## src/rtl/riscv_pkg.sv

```systemverilog
// Shared RV32I decode constants used by the issue stage and the ALU.
package riscv_pkg;

  localparam int unsigned REG_W = 5;
  localparam int unsigned OPC_W = 7;
  localparam int unsigned ALU_W = 4;

  typedef logic [REG_W-1:0] reg_idx_t;

  localparam logic [OPC_W-1:0] OPC_OP     = 7'b0110011;
  localparam logic [OPC_W-1:0] OPC_OP_IMM = 7'b0010011;

  localparam logic [ALU_W-1:0] ALU_ADD  = 4'b0000;
  localparam logic [ALU_W-1:0] ALU_SUB  = 4'b1000;
  localparam logic [ALU_W-1:0] ALU_SLL  = 4'b0001;
  localparam logic [ALU_W-1:0] ALU_SLT  = 4'b0010;
  localparam logic [ALU_W-1:0] ALU_SLTU = 4'b0011;
  localparam logic [ALU_W-1:0] ALU_XOR  = 4'b0100;
  localparam logic [ALU_W-1:0] ALU_SRL  = 4'b0101;
  localparam logic [ALU_W-1:0] ALU_SRA  = 4'b1101;
  localparam logic [ALU_W-1:0] ALU_OR   = 4'b0110;
  localparam logic [ALU_W-1:0] ALU_AND  = 4'b0111;

  localparam logic [2:0] F3_SLL = 3'b001;
  localparam logic [2:0] F3_SR  = 3'b101;

endpackage

```

## src/rtl/regfile_2r1w.sv

```systemverilog
// Architectural register file: two combinational reads with write-back bypass, one synchronous write.
module regfile_2r1w
  import riscv_pkg::*;
#(
  parameter int unsigned XLEN  = 32,
  parameter int unsigned NREGS = 32
) (
  input  logic            clk,
  input  logic            rst_n,
  input  reg_idx_t        i_rs1,
  input  reg_idx_t        i_rs2,
  output logic [XLEN-1:0] o_rs1_data_c,
  output logic [XLEN-1:0] o_rs2_data_c,
  input  logic            i_we,
  input  reg_idx_t        i_waddr,
  input  logic [XLEN-1:0] i_wdata
);

  logic [XLEN-1:0] r_mem [NREGS];

  // Storage; x0 is never written and is cleared on reset with the rest.
  always_ff @(posedge clk or negedge rst_n) begin
    if (!rst_n) begin
      for (int i = 0; i < int'(NREGS); i++) r_mem[i] <= '0;
    end else if (i_we && (i_waddr != '0)) begin
      r_mem[i_waddr] <= i_wdata;
    end
  end

  // Read port 1: x0 reads zero, a same-cycle write-back is forwarded.
  always_comb begin
    o_rs1_data_c = r_mem[i_rs1];
    if (i_rs1 == '0)                   o_rs1_data_c = '0;
    else if (i_we && (i_waddr == i_rs1)) o_rs1_data_c = i_wdata;
  end

  // Read port 2: same rules as port 1.
  always_comb begin
    o_rs2_data_c = r_mem[i_rs2];
    if (i_rs2 == '0)                   o_rs2_data_c = '0;
    else if (i_we && (i_waddr == i_rs2)) o_rs2_data_c = i_wdata;
  end

endmodule

```

## src/rtl/id_ex_stage.sv

```systemverilog
// Decode/issue stage: decodes OP/OP-IMM, tracks RAW/WAW hazards, registers ALU operands.
module id_ex_stage
  import riscv_pkg::*;
#(
  parameter int unsigned XLEN  = 32,
  parameter int unsigned NREGS = 32
) (
  input  logic            clk,
  input  logic            rst_n,
  input  logic            Instr_Valid,
  input  logic [31:0]     Instr,
  output logic            Instr_Ready,
  output logic            Ex_Valid,
  input  logic            Ex_Ready,
  output logic [XLEN-1:0] A,
  output logic [XLEN-1:0] B,
  output logic [3:0]      ALU_Op,
  output logic [4:0]      Rd,
  output logic            Illegal,
  input  logic            Wb_En,
  input  logic [4:0]      Wb_Rd,
  input  logic [XLEN-1:0] Wb_Data
);

  logic [OPC_W-1:0] w_opcode;
  reg_idx_t         w_rd, w_rs1, w_rs2;
  logic [2:0]       w_f3;
  logic             w_is_op, w_is_imm, w_legal, w_is_shift;
  logic [XLEN-1:0]  w_rs1_data, w_rs2_data;
  logic [XLEN-1:0]  w_a, w_b;
  logic [3:0]       w_op;
  reg_idx_t         w_dst;
  logic [NREGS-1:0] w_clr_mask, w_set_mask, w_busy_eff, w_busy_nxt;
  logic             w_hazard, w_xfer;

  logic [NREGS-1:0] r_busy;
  logic             r_ex_valid;
  logic [XLEN-1:0]  r_a, r_b;
  logic [3:0]       r_op;
  reg_idx_t         r_rd;
  logic             r_ill;

  assign w_opcode   = Instr[6:0];
  assign w_rd       = Instr[11:7];
  assign w_f3       = Instr[14:12];
  assign w_rs1      = Instr[19:15];
  assign w_rs2      = Instr[24:20];
  assign w_is_op    = (w_opcode == OPC_OP);
  assign w_is_imm   = (w_opcode == OPC_OP_IMM);
  assign w_legal    = w_is_op | w_is_imm;
  assign w_is_shift = (w_f3 == F3_SLL) | (w_f3 == F3_SR);

  regfile_2r1w #(.XLEN(XLEN), .NREGS(NREGS)) u_rf (
    .clk          (clk),
    .rst_n        (rst_n),
    .i_rs1        (w_rs1),
    .i_rs2        (w_rs2),
    .o_rs1_data_c (w_rs1_data),
    .o_rs2_data_c (w_rs2_data),
    .i_we         (Wb_En),
    .i_waddr      (Wb_Rd),
    .i_wdata      (Wb_Data)
  );

  // Scoreboard view after this cycle's write-back clear, hazard and handshake.
  always_comb begin
    w_clr_mask  = Wb_En ? (NREGS'(1) << Wb_Rd) : '0;
    w_busy_eff  = r_busy & ~w_clr_mask;
    w_hazard    = w_busy_eff[w_rs1]
                | (w_is_op & w_busy_eff[w_rs2])
                | ((w_rd != '0) & w_busy_eff[w_rd]);
    Instr_Ready = (~r_ex_valid | Ex_Ready) & ~w_hazard;
    w_xfer      = Instr_Valid & Instr_Ready;
    w_set_mask  = (w_xfer && w_legal && (w_rd != '0)) ? (NREGS'(1) << w_rd) : '0;
    w_busy_nxt  = w_busy_eff | w_set_mask;
  end

  // Operand and opcode decode; illegal opcodes collapse to all-zero fields.
  always_comb begin
    w_a   = '0;
    w_b   = '0;
    w_op  = ALU_ADD;
    w_dst = '0;
    if (w_is_op) begin
      w_a   = w_rs1_data;
      w_b   = w_rs2_data;
      w_op  = {Instr[30], w_f3};
      w_dst = w_rd;
    end else if (w_is_imm) begin
      w_a   = w_rs1_data;
      w_b   = {{(XLEN-12){Instr[31]}}, Instr[31:20]};
      w_op  = {(w_f3 == F3_SR) & Instr[30], w_f3};
      w_dst = w_rd;
    end
    if (w_legal && w_is_shift) w_b = w_b & XLEN'(31);
  end

  // Issue register and busy bits; outputs hold while the ALU stalls.
  always_ff @(posedge clk or negedge rst_n) begin
    if (!rst_n) begin
      r_busy     <= '0;
      r_ex_valid <= 1'b0;
      r_a        <= '0;
      r_b        <= '0;
      r_op       <= ALU_ADD;
      r_rd       <= '0;
      r_ill      <= 1'b0;
    end else begin
      r_busy <= w_busy_nxt;
      if (w_xfer) begin
        r_ex_valid <= 1'b1;
        r_a        <= w_a;
        r_b        <= w_b;
        r_op       <= w_op;
        r_rd       <= w_dst;
        r_ill      <= ~w_legal;
      end else if (Ex_Ready) begin
        r_ex_valid <= 1'b0;
      end
    end
  end

  assign Ex_Valid = r_ex_valid;
  assign A        = r_a;
  assign B        = r_b;
  assign ALU_Op   = r_op;
  assign Rd       = r_rd;
  assign Illegal  = r_ill;

endmodule
```

## config.mk

```make
export PLATFORM = sky130hd
export DESIGN_NAME = id_ex_stage
export DESIGN_NICKNAME = d
export VERILOG_FILES = /design/src/rtl/riscv_pkg.sv /design/src/rtl/regfile_2r1w.sv /design/src/rtl/id_ex_stage.sv
export SDC_FILE = /design/constraint.sdc
export NUM_CORES = 2
export LEC_CHECK = 0
export CAP_MARGIN = 25
export CORE_UTILIZATION = 45
export CTS_CLUSTER_DIAMETER = 80
export CTS_CLUSTER_SIZE = 30
export DETAILED_ROUTE_END_ITERATION = 10
export HOLD_SLACK_MARGIN = 0.03
export MAX_ROUTING_LAYER = met4
export SYNTH_ARGS = -nofsm -noshare
export SYNTH_HDL_FRONTEND = slang
export SYNTH_SLANG_ARGS = --single-unit
```

## constraint.sdc

```tcl
create_clock -name clk -period 3.1 [get_ports clk]
set_input_delay 0.465 -clock clk [delete_from_list [all_inputs] [get_ports clk]]
set_output_delay 0.465 -clock clk [all_outputs]
set_load 0.05 [all_outputs]
```

; ---- Word-level counts from Yosys, hierarchy flattened
; Index checks and enable logic that the tools add are counted.
[classes]
n_eq_ne = 6
reduce_logical = 12
n_bitwise = 19
mux = 32
magnitude_cmp = 7
shift = 2
[op_table]
columns = operator, count
row1 = $bwmux 1024, 1
row2 = $mux 32, 16
row3 = $bmux 32 s5, 2
row4 = $demux 32 s5, 1
row5 = $shl 1x5->32 const A, 2
row6 = $and 32x32->32, 1
row7 = $not 32->32, 1
row8 = $or 32x32->32, 1
row9 = $ge 6x6->1 const B, 3
row10 = $lt 5x6->1 const B, 3
row11 = $not 5->6, 3
row12 = $bmux 1 s5, 3
row13 = $eq 5x5->1, 2
row14 = $logic_not 5->1, 2
row15 = $mux 5, 2
row16 = $reduce_bool 5->1, 2
row17 = $mux 4, 2
row18 = $eq 7x5->1 const B, 1
row19 = $eq 7x6->1 const B, 1
row20 = $logic_and 1x1->1, 7
row21 = $lt 6x1->1 const B, 1
row22 = $and 1x1->1, 5
row23 = $mux 1, 5
row24 = $or 1x1->1, 5
row25 = other kinds (4), 6
[totals]
inputBits = 74
regBits = 1131

; ---- Depth between registers and ports, before layout
[depth]
word_depth = 16
depth_mapped = 13
mapped_depth_nobuf = 8

; ---- By module
; From an unflattened synthesis, not the netlist that was laid out.
[hier_totals]
cells_unflattened = 4245
area_unflattened_um2 = 60653.2
[by_module_without_submodules]
columns = module, instances, seq_area_each_um2, cells_each, area_per_inst_um2
row1 = regfile_2r1w, 1, 25624.6, 3672, 54785.0
row2 = id_ex_stage, 1, 2677.6, 573, 5868.1

; ---- Least setup slack after synthesis
; OpenSTA, ideal clock, no wires.
[synth_path]
path_kind = input to output
startpoint = input port Wb_Rd[0]
endpoint = output port Instr_Ready
required_time_ns = 2.635
n_path_buf = 3
stages = 11
arrival_ns = 2.605
slack_ns = 0.030
cell_sequence = buf_4 > or2_1 > buf_2 > o21ai_2 > mux2i_1 > a2111oi_0 > o211ai_1 > a32oi_1 > nand2_1 > clkbuf_1 > inv_1
[synth_between]
elab_chain_len = 11
word_cells_on_any_way = 16
[synth_lines]
columns = item, line_no
row1 = "start, declared", id_ex_stage.sv:21  ; input logic [4:0] Wb_Rd,
row2 = $shl 1x5->32 (*), id_ex_stage.sv:67  ; w_clr_mask = Wb_En ? (NREGS'(1) << Wb_Rd) : '0;
row3 = $mux 32 (*), id_ex_stage.sv:67
row4 = $not 32->32 (*), id_ex_stage.sv:68  ; w_busy_eff = r_busy & ~w_clr_mask;
row5 = $and 32x32->32 (*), id_ex_stage.sv:68
row6 = $bmux 1 s5, id_ex_stage.sv:70  ; | (w_is_op & w_busy_eff[w_rs2])
row7 = $mux 1 (not written as such), id_ex_stage.sv:70
row8 = $and 1x1->1, id_ex_stage.sv:70
row9 = $or 1x1->1, id_ex_stage.sv:70
row10 = $or 1x1->1 (*), id_ex_stage.sv:71  ; | ((w_rd != '0) & w_busy_eff[w_rd]);
row11 = $not 1->1 (*), id_ex_stage.sv:72  ; Instr_Ready = (~r_ex_valid | Ex_Ready) & ~w_hazard;
row12 = $and 1x1->1 (*), id_ex_stage.sv:72
row13 = "end, declared", id_ex_stage.sv:12  ; output logic Instr_Ready,
; Mark *: on every way between the ends. The rest lies on a longest branch, timed or not. The select of a mux whose other input is x is not followed.

; ---- Worst setup path in the final report
[layout_path]
startpoint = register r_busy[20]
endpoint = output port Instr_Ready
[layout_between]
elab_chain_len = 8
word_cells_on_any_way = 13
[layout_lines]
columns = item, line_no
row1 = "start, declared", id_ex_stage.sv:36  ; logic [NREGS-1:0] r_busy;
row2 = "start signal, assigned", id_ex_stage.sv:109  ; r_busy <= w_busy_nxt;
row3 = $and 32x32->32 (*), id_ex_stage.sv:68
row4 = $bmux 1 s5, id_ex_stage.sv:70
row5 = $mux 1 (not written as such), id_ex_stage.sv:70
row6 = $and 1x1->1, id_ex_stage.sv:70
row7 = $or 1x1->1, id_ex_stage.sv:70
row8 = $or 1x1->1 (*), id_ex_stage.sv:71
row9 = $not 1->1 (*), id_ex_stage.sv:72
row10 = $and 1x1->1 (*), id_ex_stage.sv:72
; Marks and branches as above.

==> results by group <==
Status
  • Status: complete, but fails checks
  • Failing checks: design-rule violations, negative setup slack

Drt
  • Final WL: 199000 um
  • Via density: 6.43
  • # DRC: 36
  • Drt first pass iters: 9
  • DR WL/cell: 32.2 um
  • Iter 0 DRT Violations: 4164
  • Vias: 39900
  • Routed Antenna Nets: 0

GRT
  • Vias in the first global route: 40500
  • Antenna violations before repair: 3
  • Largest net degree at the start of global routing: 118
  • Global-route wire length before repair: 294000 um
  • Remaining Overflow, GRT: 0
  • Total Routing Usage GR: 30.5%

Power and ir drop
  • Net Sw Power: 11.4 mW
  • Combinational Power Share: 22.6%
  • Clock power share: 28.6%
  • Sw frac: 29.1%
  • Power density over cell area: 550 nW/um^2
  • Flop pwr share: 48.8%
  • Worst-case vdd ir drop: 0.000322 V
  • Internal: 27.7 mW
  • Pleak: 30.6 nW

STA
  • Post-route setup slack: -0.0364 ns
  • Clock Skew: 0.0346 ns
  • Min Tclk post-route: 3.14 ns
  • Final Hold Fails: 0
  • Slew @ Worst Pin: 1.04 ns
  • Final Setup Violations: 1
  • RSZ-0062 raised after global routing: true
  • Final period utilization: 101%
  • Max-slew headroom: 30.4%
  • Final Max Tran Viols: 0
  • Fmax: 319 MHz

Flow run
  • Max_cap viols: 0

Synthesis
  • Mean Syn Cell Area: 14.7 um^2
  • Cell taking the most area after synthesis: dfrtp_1
  • Post-Synthesis Cells: 4137
  • Synth cell types: 67
  • Number of flops mapped to enable cells by yosys: 0
  • Post-Syn Area: 60700 um^2
  • FF+latch count, synth: 1131
  • FFs w/ async S/R, synth: 100%
  • Area share of the largest cell type after synthesis: 46.6%
  • Top post-synthesis cells by area: dfrtp_1 47%, mux4_2 20%, mux2_2 19%, mux2i_1 3.1%, clkbuf_1 1.9%
  • Syn. warnings: 0
  • Sequential element share of the synthesized area: 46.6%
  • Ys flop type: dfrtp_1
  • Post-synth net total: 4211

Floorplanning
  • I/O pins: 150
  • Die area: 136000 um^2
  • Die X: 369 um
  • Die Y: 369 um
  • Std cell rows: 134
  • Starting Density: 45.4%
  • Core area: 134000 um^2

CTS
  • TritonCTS clock tree: yes
  • Root buf cell: clkbuf_16
  • Reg clk slew, reported paths: 0.09 ns
  • CTS Buf Count: 70
  • Clk Latency, worst-skew pair: 0.70 ns
  • H-tree levels: 3
  • CTS Buffer Depth: 3
  • Sink Count: 1131

Critical path
  • CP Launch Type: flip-flop
  • Crit path capture type: primary output
  • Critical path peak fanout: 2
  • Worst endpoint data arrival time: 2.67 ns
  • Crit path kind: reg -> out
  • CP required: 2.63 ns

Min path
  • Worst hold path class: in -> reg

Placement
  • Dpl cells: 6064
  • IO Port Bufs: 149
  • GPL Wtd Cong: 0.968
  • Post-DP HPWL: 128000 um

Cells and area
  • Fin nets: 4453
  • Post-layout util: 53.2%
  • Layout Area Growth over Synthesis: 17.1%
  • Layout cell share with drive strength beyond 1: 52.5%
  • Finished Layout Cells: 6203
[routing by layer]
layer / up-vias / GRT usage [%] / part of all wire [%] / wire length [um]
met5: - / - / 0 / 0
met4: 0 / 9.08 / 3.1 / 6090
met3: 306 / 4.24 / 6.7 / 13300
met2: 1480 / 45.4 / 46 / 92200
met1: 21700 / 43.5 / 44 / 87900
li1: 16400 / - / - / -
[logic make-up (layout without fill, tap and decap cells)]
| family | after synthesis | count (layout) | share of synthesized area, % |
|---|---|---|---|
| AO/OA/AOI/OAI | 382 | 382 | 4.09 |
| XOR/XNOR | 12 | 12 | 0.173 |
| buffers and inverters | 516 | 812 | 3.46 |
| flip-flops | 1131 | 1131 | 46.6 |
| multiplexers | 1794 | 1794 | 43.2 |
| other | 0 | 2 | 0 |
| AND/OR/NAND/NOR | 302 | 302 | 2.45 |
[cells in the final DEF, fill, tap and decap left out, drive strengths merged, types with 20 or more instances in the layout]
master / n
a221oi: 32
a21oi: 58
o21ai: 116
clkbuf: 81
o22ai: 32
buf: 507
clkinv: 20
dfrtp: 1131
o211ai: 43
mux2: 1058
mux2i: 191
nor2: 102
inv: 66
nand2: 62
a211oi: 32
mux4: 545
clkdlybuf4s50: 130
a22oi: 25
nand3: 44
[through the flow]
stage / setup WS (ns) / area (um^2) / total power, mW / hold WS [ns] / TNS (ns)
after floorplan: 0.0303 / 60700 / 25.1 / 0.169 / 0
after global placement: -0.822 / 68100 / 27.8 / 0.376 / -73.61
after detailed placement: -0.777 / 68100 / 28.1 / 0.383 / -68.96
after CTS: -0.186 / 70900 / 39.3 / 0.293 / -0.186
after global routing: -0.0668 / 71100 / 40.8 / 0.225 / -0.0668
final: -0.0364 / 71100 / 39.1 / 0.221 / -0.0364
[worst max-delay path, cell delays in order, from the launching register on]
cell     delay [ns]
dfrtp_1        0.44
mux4_2         0.48
o31ai_1        0.09
nand2_1        0.12
a41oi_2        0.21
nor4b_4        0.22
buf_4          0.16
nand2_4        0.07
inv_4          0.06
buf_8          0.13
[power by group through the flow]
stage | combinational [mW] | sequential [mW] | clock (mW)
finish | 8.86 | 19.1 | 11.2
global route | 9.45 | 19.4 | 11.9
CTS | 8.85 | 19.0 | 11.4
detailed placement | 8.80 | 19.3 | 0
global placement | 8.66 | 19.2 | 0
floorplan | 6.39 | 18.8 | 0
[final timing paths]
kind	from	to	slack [ns]	cells after the start
setup / recovery	r_busy[20]	Instr_Ready	-0.04	9
hold / removal	Wb_Rd[3]	r_busy[3]	0.22	4
setup reg to reg	r_busy[20]	A[27]	0.29	10
hold reg to reg	u_rf.r_mem[992]	u_rf.r_mem[992]	0.40	0
max in group asynchronous	rst_n	u_rf.r_mem[468]	1.67	4
min in group asynchronous	rst_n	u_rf.r_mem[839]	0.30	2
[what timing repair did]
item                                    in CTS  in global routing
gates cloned                                 0                  1
pin swaps                                    7                 14
hold endpoints to repair                    26                  0
resized for setup                           46                 47
setup buffers                                5                  5
hold buffers                                 1                  0
endpoints found under the setup margin      31                  1
[state kept, by name (all words and copies together) (netlist names)]
register	flops
r_busy	32
A	32
ALU_Op	4
B	32
Ex_Valid	1
Rd	5
Illegal	1
u_rf.r_mem	1024
[cell usage after synthesis (all sizes together), types with 5 or more instances]
master and number:
o21ai 116, nor2 102, nor4 5, a22oi 25
mux2 1058, nor3b 7, nor3 15, buf 170
a21oi 58, o22ai 32, nand2 62, nand3 44
clkbuf 305, o2111ai 16, inv 40, a211oi 32
or2 8, dfrtp 1131, o211ai 43, mux4 545
nand2b 14, mux2i 191, nand4 10, nor2b 9
a221oi 32, xor2 10, and3 7
[cell type report]
| class | instances | area [um^2] |
|---|---|---|
| sequential | 1131 | 28300 |
| clock buffer | 76 | 1870 |
| timing repair buffer | 645 | 6990 |
| clock inverter | 50 | 719 |
| fill | 11100 | 62500 |
| multi-input combinational | 2490 | 30800 |
| inverter | 41 | 164 |
| tap | 1768 | 2210 |
| antenna | 2 | 5.00 |
Note: power is estimated with default switching activity, not from simulation.
